[src/rtl/aska_npg_cfg_rx.sv]
// ---------------------------------------------------------------------------
// aska_npg_cfg_rx
//
// Serial configuration receiver that sits in front of the ASKA neural pulse
// generator. It takes 72-bit frames (64-bit parameter payload followed by a
// CRC-8) over a 3-wire link, MSB first. A frame is validated for length, CRC
// and parameter ranges. If it passes, the complete parameter bus is updated
// in a single clk cycle. A rejected frame leaves every parameter output as
// it was.
//
// Ports
//   clk            system clock
//   reset          asynchronous reset, active-high
//   s_clk          serial clock (asynchronous to clk); data sampled on its rise
//   s_cs_n         frame select, active-low, held low for the whole frame
//   s_data         serial data, MSB first
//   amplitude .. enable   parameter bus to aska_npg, updated atomically
//   cfg_valid      sticky: set by the first successful commit
//   frame_ok       1-cycle pulse in the cycle the parameter bus updates
//   frame_err      1-cycle pulse when a frame is rejected
//   err_code       00 none, 01 length, 10 CRC, 11 range; held until next commit
// ---------------------------------------------------------------------------
module aska_npg_cfg_rx #(
    parameter int          SYNC_STAGES = 2,
    parameter logic [7:0]  CRC_POLY    = 8'h07,
    parameter int          AMP_MAX     = 50
) (
    input  logic        clk,
    input  logic        reset,
    input  logic        s_clk,
    input  logic        s_cs_n,
    input  logic        s_data,
    output logic [5:0]  amplitude,
    output logic [11:0] freq,
    output logic [2:0]  phaseDuration,
    output logic [5:0]  ramp,
    output logic [9:0]  ramp_factor,
    output logic [7:0]  ON_time,
    output logic [9:0]  OFF_time,
    output logic [3:0]  electrode1,
    output logic [3:0]  electrode2,
    output logic        enable,
    output logic        cfg_valid,
    output logic        frame_ok,
    output logic        frame_err,
    output logic [1:0]  err_code
);

    localparam logic [5:0] AMP_MAX_C  = 6'(AMP_MAX);
    localparam logic [6:0] FRAME_BITS = 7'd72;
    localparam logic [6:0] CNT_SAT    = 7'd73;
    localparam logic [6:0] CRC_BITS   = 7'd64;

    typedef enum logic [2:0] {
        IDLE   = 3'd0,
        SHIFT  = 3'd1,
        CHECK  = 3'd2,
        COMMIT = 3'd3,
        ERROR  = 3'd4
    } state_t;

    // ------------------------------------------------------------------
    // Input synchronisers and edge detection
    // ------------------------------------------------------------------
    // The s_cs_n chain resets to 0 (not the idle level 1). If reset is
    // released while a frame is still selected, no falling edge is seen,
    // so the remainder of that interrupted frame is ignored.
    logic [SYNC_STAGES-1:0] sclk_sync_q, sclk_sync_d;
    logic [SYNC_STAGES-1:0] cs_sync_q,   cs_sync_d;
    logic [SYNC_STAGES-1:0] data_sync_q, data_sync_d;
    logic                   sclk_prev_q, sclk_prev_d;
    logic                   cs_prev_q,   cs_prev_d;

    logic sclk_s, cs_s, data_s;
    logic sclk_rise, cs_fall, cs_rise;

    assign sclk_s = sclk_sync_q[SYNC_STAGES-1];
    assign cs_s   = cs_sync_q[SYNC_STAGES-1];
    assign data_s = data_sync_q[SYNC_STAGES-1];

    assign sclk_rise = sclk_s & ~sclk_prev_q;
    assign cs_fall   = ~cs_s & cs_prev_q;
    assign cs_rise   = cs_s & ~cs_prev_q;

    always_comb begin
        sclk_sync_d = {sclk_sync_q[SYNC_STAGES-2:0], s_clk};
        cs_sync_d   = {cs_sync_q[SYNC_STAGES-2:0],   s_cs_n};
        data_sync_d = {data_sync_q[SYNC_STAGES-2:0], s_data};
        sclk_prev_d = sclk_s;
        cs_prev_d   = cs_s;
    end

    always_ff @(posedge clk or posedge reset) begin
        if (reset) begin
            sclk_sync_q <= '0;
            cs_sync_q   <= '0;
            data_sync_q <= '0;
            sclk_prev_q <= 1'b0;
            cs_prev_q   <= 1'b0;
        end else begin
            sclk_sync_q <= sclk_sync_d;
            cs_sync_q   <= cs_sync_d;
            data_sync_q <= data_sync_d;
            sclk_prev_q <= sclk_prev_d;
            cs_prev_q   <= cs_prev_d;
        end
    end

    // ------------------------------------------------------------------
    // Frame datapath
    // ------------------------------------------------------------------
    state_t      state_q, state_d;
    logic [71:0] shreg_q, shreg_d;
    logic [6:0]  bit_cnt_q, bit_cnt_d;
    logic [7:0]  crc_q, crc_d;
    logic [63:0] params_q, params_d;
    logic        cfg_valid_q, cfg_valid_d;
    logic [1:0]  err_code_q, err_code_d;

    logic [63:0] payload;
    logic [7:0]  crc_next;
    logic        crc_fb;
    logic        range_bad;
    logic [1:0]  chk_err;

    assign payload = shreg_q[71:8];

    // Serial CRC-8, MSB first, init 0
    assign crc_fb   = crc_q[7] ^ data_s;
    assign crc_next = {crc_q[6:0], 1'b0} ^ (crc_fb ? CRC_POLY : 8'h00);

    // Range checks on the received payload
    always_comb begin
        range_bad = 1'b0;
        if (payload[63:58] > AMP_MAX_C)        range_bad = 1'b1;
        if (payload[57:46] == 12'd0)           range_bad = 1'b1;
        if (payload[45:43] == 3'd0)            range_bad = 1'b1;
        if (payload[8:5] == payload[4:1])      range_bad = 1'b1;
    end

    // Checks in priority order: length, CRC, range
    always_comb begin
        chk_err = 2'b00;
        if (bit_cnt_q != FRAME_BITS)       chk_err = 2'b01;
        else if (crc_q != shreg_q[7:0])    chk_err = 2'b10;
        else if (range_bad)                chk_err = 2'b11;
    end

    // ------------------------------------------------------------------
    // FSM: state register
    // ------------------------------------------------------------------
    always_ff @(posedge clk or posedge reset) begin
        if (reset) begin
            state_q <= IDLE;
        end else begin
            state_q <= state_d;
        end
    end

    // ------------------------------------------------------------------
    // FSM: next-state logic
    // ------------------------------------------------------------------
    always_comb begin
        state_d = state_q;
        case (state_q)
            IDLE:    if (cs_fall) state_d = SHIFT;
            SHIFT:   if (cs_rise) state_d = CHECK;
            CHECK:   state_d = (chk_err == 2'b00) ? COMMIT : ERROR;
            COMMIT:  state_d = IDLE;
            ERROR:   state_d = IDLE;
            default: state_d = IDLE;
        endcase
    end

    // ------------------------------------------------------------------
    // FSM: outputs
    // ------------------------------------------------------------------
    always_comb begin
        frame_ok  = (state_q == COMMIT);
        frame_err = (state_q == ERROR);
    end

    // Datapath next values. The parameter bus is loaded on the edge that
    // enters COMMIT, so it is already visible while frame_ok is high.
    always_comb begin
        shreg_d     = shreg_q;
        bit_cnt_d   = bit_cnt_q;
        crc_d       = crc_q;
        params_d    = params_q;
        cfg_valid_d = cfg_valid_q;
        err_code_d  = err_code_q;
        case (state_q)
            IDLE: begin
                shreg_d   = '0;
                bit_cnt_d = '0;
                crc_d     = '0;
            end
            SHIFT: begin
                // An s_clk rise coinciding with the end of frame is dropped
                if (sclk_rise && !cs_rise) begin
                    shreg_d = {shreg_q[70:0], data_s};
                    if (bit_cnt_q != CNT_SAT) bit_cnt_d = bit_cnt_q + 7'd1;
                    // Only the 64 payload bits feed the CRC
                    if (bit_cnt_q < CRC_BITS) crc_d = crc_next;
                end
            end
            CHECK: begin
                if (chk_err == 2'b00) begin
                    params_d    = payload;
                    cfg_valid_d = 1'b1;
                    err_code_d  = 2'b00;
                end else begin
                    err_code_d  = chk_err;
                end
            end
            default: ;
        endcase
    end

    always_ff @(posedge clk or posedge reset) begin
        if (reset) begin
            shreg_q     <= '0;
            bit_cnt_q   <= '0;
            crc_q       <= '0;
            params_q    <= '0;
            cfg_valid_q <= 1'b0;
            err_code_q  <= 2'b00;
        end else begin
            shreg_q     <= shreg_d;
            bit_cnt_q   <= bit_cnt_d;
            crc_q       <= crc_d;
            params_q    <= params_d;
            cfg_valid_q <= cfg_valid_d;
            err_code_q  <= err_code_d;
        end
    end

    assign amplitude     = params_q[63:58];
    assign freq          = params_q[57:46];
    assign phaseDuration = params_q[45:43];
    assign ramp          = params_q[42:37];
    assign ramp_factor   = params_q[36:27];
    assign ON_time       = params_q[26:19];
    assign OFF_time      = params_q[18:9];
    assign electrode1    = params_q[8:5];
    assign electrode2    = params_q[4:1];
    assign enable        = params_q[0];
    assign cfg_valid     = cfg_valid_q;
    assign err_code      = err_code_q;

endmodule

[config.mk]
export PLATFORM = sky130hd
export DESIGN_NAME = aska_npg_cfg_rx
export DESIGN_NICKNAME = d
export VERILOG_FILES = /design/src/rtl/aska_npg_cfg_rx.sv
export SDC_FILE = /design/constraint.sdc
export NUM_CORES = 1
export LEC_CHECK = 0
export CORE_ASPECT_RATIO = 0.8
export CORE_MARGIN = 10
export CORE_UTILIZATION = 50
export CTS_CLUSTER_SIZE = 8
export DETAILED_ROUTE_END_ITERATION = 10
export HOLD_SLACK_MARGIN = 0.08
export PLACE_DENSITY = 0.81
export SYNTH_ARGS = -nofsm -noshare
export SYNTH_HDL_FRONTEND = slang
export SYNTH_SLANG_ARGS = --single-unit
[constraint.sdc]
create_clock -name clk -period 5.7 [get_ports clk]
set_input_delay 1.425 -clock clk [delete_from_list [all_inputs] [get_ports clk]]
set_output_delay 1.425 -clock clk [all_outputs]
set_load 0.05 [all_outputs]
==> flow_metrics.py, run 1 <==
metrics = {
    "run_status": {
        "status": "completed",
    },
    "floorplan": {
        "fp.dieH_um": 120,
        "row_count": 36,
        "start_util": 0.513,
        "core_um2": 12300,
        "ios": 74,
        "die_area_um2": 17500,
        "die_w_um": 145,
    },
    "min_path": {
        "hp-class": "register to register",
        "hp-start": "cs_sync_q[0]",
        "hold_end": "cs_sync_q[1]",
        "worstHoldPathCells": 0,
    },
    "layout": {
        "diodes": 0,
        "seq_area_um2": 4130,
        "syn_to_final_growth_pct": 24.2,
        "finalNetCount": 504,
        "layout-drive-gt1-share": 0.163,
        "final_area_um2": 7810,
        "postLayoutCoreUtil": 0.637,
        "multi_input_area_um2": 2050,
        "fillCellCount": 910,
        "final_cells": 680,
    },
    "synthesis": {
        "synth_flop_cell": "dfrtp_1",
        "syn_area_um2": 6290,
        "synthTopCellsByArea": "dfrtp_1 (66%), a22o_1 (11%), mux2_2 (6.6%)",
        "async_reset_ff_frac": 1.00,
        "synth_cell_types": 40,
        "syn-num-nets": 431,
        "avgSynthCellArea_um2": 14.9,
        "synth_top_area_share": 0.657,
        "synth-seq-cells": 165,
        "synth_area_leader_cell": "dfrtp_1",
        "yosysWarnings": 0,
        "ys_top_cells_by_count": "dfrtp_1 (165), a22o_1 (80), mux2_2 (37), mux2_1 (27)",
        "synth_edf_count": 0,
        "synth_seq_area_share": 0.657,
        "synth.most_common_cell": "dfrtp_1",
        "netlist_instances": 423,
    },
    "grt": {
        "antenna_found_initial": 0,
        "grt_pass1_vias": 3957,
        "grt_max_degree": 166,
        "grt_pass1_wl_um": 21000,
        "overflow": 0,
        "grtUsageTotal": 0.146,
    },
    "power_and_ir_drop": {
        "peakVddDrop_mv": 0.172,
        "p_int_w": 0.00194,
        "netSwitchingFraction": 0.242,
        "pwr-share-comb": 0.072,
        "p_per_area_nw_per_um2": 328,
        "leakagePower_nw": 3.77,
        "p_clk_frac": 0.456,
        "p_sw_w": 0.000622,
        "pwr-share-seq": 0.472,
    },
    "clock_network": {
        "cts_resized": 0,
        "clk_path_buf_depth": 2,
        "root_buffer": "clkbuf_16",
        "h-tree-depth": 4,
        "cts_sinks": 165,
        "numCtsBuffers": 17,
        "cts_tree": "done",
        "cts_hold_buf": 0,
        "cts_setup_buffers": 0,
        "clk_pin_slew_worst_paths_ps": 70,
        "clk_latency_ps": 410,
    },
    "routing": {
        "antenna_left": 0,
        "drt_iter0_drc": 292,
        "route.detailed.drc": 0,
        "wl_per_cell_um": 18.3,
        "dr.pass1.iters": 4,
        "num_vias": 3789,
        "vias_per_cell": 5.57,
        "totalWireLength_um": 12400,
    },
    "place": {
        "dpl.hpwl_um": 7560,
        "placed_cell_area_um2": 7190,
        "place_ws_ps": 2760,
        "gp_congestion": 0.760,
        "port_buffers": 73,
        "place_inst": 648,
    },
    "setup_path": {
        "r2r-end": "crc_q[6]",
        "crit_type": "register to output port",
        "slowest_delay_ps": 790,
        "worst-path-max-fanout": 7,
        "timing.rr.start": "state_q[1]",
        "arrival_ps": 1940,
        "rr_worst_depth": 5,
        "cp_slowest_cell": "clkdlybuf4s50_1",
        "ff2ff_setup_slack_ps": 2940,
        "cp-start-kind": "register",
        "cp_data_required_time_ps": 4280,
        "crit_path_cell_trace": "nor2_1, and2_1, clkdlybuf4s50_1",
        "critPathCaptureType": "output port",
    },
    "sta": {
        "report.final.hold_viol_count": 0,
        "rsz0062_at_grt": "no",
        "fin_ws_ps": 2340,
        "fmax_mhz": 298,
        "worst_pin_slew_ps": 907,
        "finalCriticalPeriod_ps": 3360,
        "slew_headroom": 0.391,
        "finalSetupTns_ps": 0,
        "slew_violations": 0,
        "fin_crit_sh": 0.590,
        "fin_worst_skew_ps": 9.60,
        "setup_viol": 0,
    },
    "job": {
        "maxCapViolCount": 0,
    },
}
-- power groups by stage --
stage	combinational, W	clock, W	sequential (W)
2_1_floorplan	0.000128	0	0.00123
3_3_place_gp	0.000178	0	0.00123
3_5_place_dp	0.000186	0	0.00123
4_1_cts	0.000186	0.00119	0.00121
5_1_grt	0.000206	0.00125	0.00121
6_report	0.000185	0.00117	0.00121
-- layout make-up --
class                      count  area share
clock inverter                14      0.0224
tap                          171      0.0274
timing repair buffer          78       0.100
inverter                       5     0.00288
sequential                   165       0.529
multi-input combinational    229       0.262
clock buffer                  18      0.0562
-- critical path, delay by kind of cell (launching register included) --
family / cells / cell delay (ps)
buffers and inverters: 1 / 790
DFF: 1 / 440
and+or+nand+nor: 2 / 290
-- routing by layer --
| layer | vias up | track usage | part of all wire |
|---|---|---|---|
| met2 | 88 | 0.227 | 0.47 |
| met5 | - | 0 | 0 |
| met1 | 1973 | 0.190 | 0.47 |
| li1 | 1717 | - | - |
| met4 | 0 | 0.0492 | 0.0097 |
| met3 | 11 | 0.0466 | 0.051 |
-- sequential cells by signal (all words and copies together), names as in the netlist --
signal,flops
shreg_q,72
params_q,64
crc_q,8
bit_cnt_q,7
state_q,3
cs_sync_q,2
data_sync_q,2
err_code,2
sclk_sync_q,2
cfg_valid,1
cs_prev_q,1
sclk_prev_q,1
-- worst max-delay path by stage --
stage          startpoint  slack, ps      endpoint  depth (start not counted)
2_1_floorplan       reset       2180  bit_cnt_q[0]                          1
3_3_place_gp   state_q[1]       2790     frame_err                          3
3_5_place_dp   state_q[1]       2760     frame_err                          3
4_1_cts        state_q[1]       2310     frame_err                          3
5_1_grt        state_q[1]       2240     frame_err                          3
6_report       state_q[1]       2340     frame_err                          3
-- logic make-up after synthesis --
group	share of synthesized area
multiplexers	0.115
buffers and inverters	0.0223
adder cells (fa/ha/maj)	0.00597
AND/OR/NAND/NOR	0.0474
flip-flops	0.657
XOR/XNOR	0.0265
AO/OA/AOI/OAI	0.127
-- metrics by stage --
stage | hold slack, ps | power (W)
floorplan | 331 | 0.00136
global placement | 333 | 0.00141
detailed placement | 335 | 0.00142
CTS | 350 | 0.00259
global route | 352 | 0.00267
finish | 348 | 0.00256
-- placed cells by master (no fill, tap or decap), types with 2 or more instances in the layout --
cell and count:
clkinv_2 2, nor4_1 4, nor4_2 2, a21o_1 2
xor2_1 13, clkinvlp_4 4, nor2b_1 2, nor3b_1 3
a22o_1 80, buf_4 4, mux2_2 37, inv_6 3
o21ai_0 4, ha_1 3, clkbuf_16 17, nand4b_1 2
a31oi_1 2, nand3_1 3, bufinv_16 3, clkdlybuf4s50_1 73
nor3_1 2, dfrtp_1 165, and2_1 2, nor2_1 8
nand2_1 8, a21oi_1 3, nand4_1 3, clkinv_4 3
mux2_1 27, inv_1 4, xnor2_1 6, nand2b_1 2
Note: power is estimated with default switching activity, not from simulation.
==> run 2, diff against run 1 <==
- clock period: 5.7 -> 3.06 ns (I/O delays scaled with it)
==> run 2 against run 1 <==
Against the previous run: combinational power is 94% higher; worst hold slack improved by 0.65 ps; sequential power grew 86%; flip-flop and latch count stayed put; core utilization increased by 0.17 points; critical path type unchanged; critical endpoint unchanged; largest cell class unchanged.
==> flow_metrics.py, run 2 (synthesis results as in run 1) <==
metrics = {
    "min_path": {
        "hp-class": "register to register",
        "worstHoldPathCells": 0,
        "hp-start": "data_sync_q[0]",
        "hold_end": "data_sync_q[1]",
    },
    "job": {
        "maxCapViolCount": 0,
    },
    "layout": {
        "layout-drive-gt1-share": 0.166,
        "syn_to_final_growth_pct": 24.5,
        "finalNetCount": 508,
        "reg_top3": "shreg_q: 72 flops, params_q: 64 flops, crc_q: 8 flops",
        "postLayoutCoreUtil": 0.639,
        "largest_register_ffs": 72,
        "diodes": 0,
        "mostFrequentLayoutCells": "dfrtp_1 (165), a22o_1 (80), clkdlybuf4s50_1 (73)",
        "top_register": "shreg_q",
        "layout_commonest_cell": "dfrtp_1",
    },
    "sta": {
        "setup_viol": 0,
        "finalCriticalPeriod_ps": 2690,
        "fmax_mhz": 372,
        "finalSetupTns_ps": 0,
        "worst_pin_slew_ps": 758,
        "slew_violations": 0,
        "fin_crit_sh": 0.879,
        "fin_worst_skew_ps": 9.19,
        "report.final.hold_viol_count": 0,
        "slew_headroom": 0.495,
        "fin_hold_ws_ps": 349,
        "rsz0062_at_grt": "no",
    },
    "place": {
        "gp_congestion": 0.797,
        "dpl.hpwl_um": 7910,
        "port_buffers": 73,
    },
    "clock_network": {
        "cts_hold_buf": 0,
        "cts_resized": 0,
        "numCtsBuffers": 17,
        "root_buffer": "clkbuf_16",
        "clk_latency_ps": 420,
        "h-tree-depth": 4,
        "cts_sinks": 165,
        "clk_path_buf_depth": 2,
        "cts_tree": "done",
        "clk_pin_slew_worst_paths_ps": 60,
        "cts_setup_buffers": 0,
    },
    "routing": {
        "wl_per_cell_um": 18.0,
        "totalWireLength_um": 12300,
        "num_vias": 3814,
        "route.detailed.drc": 0,
        "antenna_left": 0,
        "vias_per_cell": 5.58,
        "drt_iter0_drc": 238,
        "dr.pass1.iters": 4,
    },
    "grt": {
        "antenna_found_initial": 0,
        "grt_max_degree": 73,
        "grtUsageTotal": 0.149,
        "overflow": 0,
        "grt_pass1_vias": 4048,
        "grt_pass1_wl_um": 21300,
    },
    "setup_path": {
        "path_buf_inv": 1,
        "ff2ff_setup_slack_ps": 690,
        "worst-path-max-fanout": 7,
        "critPathCaptureType": "output port",
        "slowest_delay_ps": 790,
        "cp_slowest_cell": "clkdlybuf4s50_1",
        "cp_top_family": "buffers and inverters",
        "crit_type": "register to output port",
        "r2r-end": "params_q[60]",
        "arrival_ps": 1920,
        "cp_data_required_time_ps": 2290,
        "cp-start-kind": "register",
        "rr_worst_depth": 6,
        "timing.rr.start": "crc_q[1]",
        "crit_path_cell_trace": "nor2_1, and2_1, clkdlybuf4s50_1",
    },
    "floorplan": {
        "die_area_um2": 17500,
        "core_um2": 12300,
        "fp.dieH_um": 120,
        "row_count": 36,
        "ios": 74,
        "start_util": 0.513,
        "die_w_um": 145,
    },
    "power_and_ir_drop": {
        "p_per_area_nw_per_um2": 592,
        "peakVddDrop_mv": 0.404,
        "leakagePower_nw": 3.77,
    },
    "run_status": {
        "status": "completed",
    },
}
-- run 2: power breakdown --
part           switching [W]  internal (W)
Clock               0.000873       0.00115
Sequential         0.0000393       0.00221
Combinational       0.000256      0.000103
Total                0.00117       0.00347
-- run 2: final cells by class --
class                      instances  area (um2)
clock buffer                      20         447
clock inverter                    12         121
timing repair buffer              82         848
tap                              171         214
fill                             893        4420
multi-input combinational        229        2050
inverter                           5        22.5
sequential                       165        4130
-- run 2: worst max-delay path by stage --
stage	from	endpoint	slack (ps)	cells past startpoint
3_5_place_dp	crc_q[1]	params_q[33]	750	6
4_1_cts	state_q[1]	frame_err	330	3
6_report	state_q[1]	frame_err	370	3
2_1_floorplan	reset	bit_cnt_q[0]	200	1
3_3_place_gp	state_q[1]	frame_err	810	3
5_1_grt	state_q[1]	frame_err	290	3
-- run 2: worst reg2reg max path, stage by stage (launching register included) --
cell	delay, ps
dfrtp_1	420
xor2_1	180
nor4_2	390
nand2_1	180
nor4b_4	360
buf_12	310
mux2_2	410
-- run 2: per-stage QoR --
step	worst slack [ps]	total power [W]	cells	area, um2
final	371	0.00464	684	7830
after global routing	294	0.00484	684	7830
after CTS	334	0.00468	684	7830
after detailed placement	748	0.00265	652	7260
after global placement	808	0.00264	652	7260
after floorplan	196	0.00253	423	6290
-- run 2: metal layers --
metal / GRT usage / up-vias / part of all wire
met3: 0.0455 / 13 / 0.049
li1: - / 1720 / -
met2: 0.232 / 76 / 0.48
met1: 0.192 / 2005 / 0.46
met4: 0.0649 / 0 / 0.011
met5: 0 / - / 0
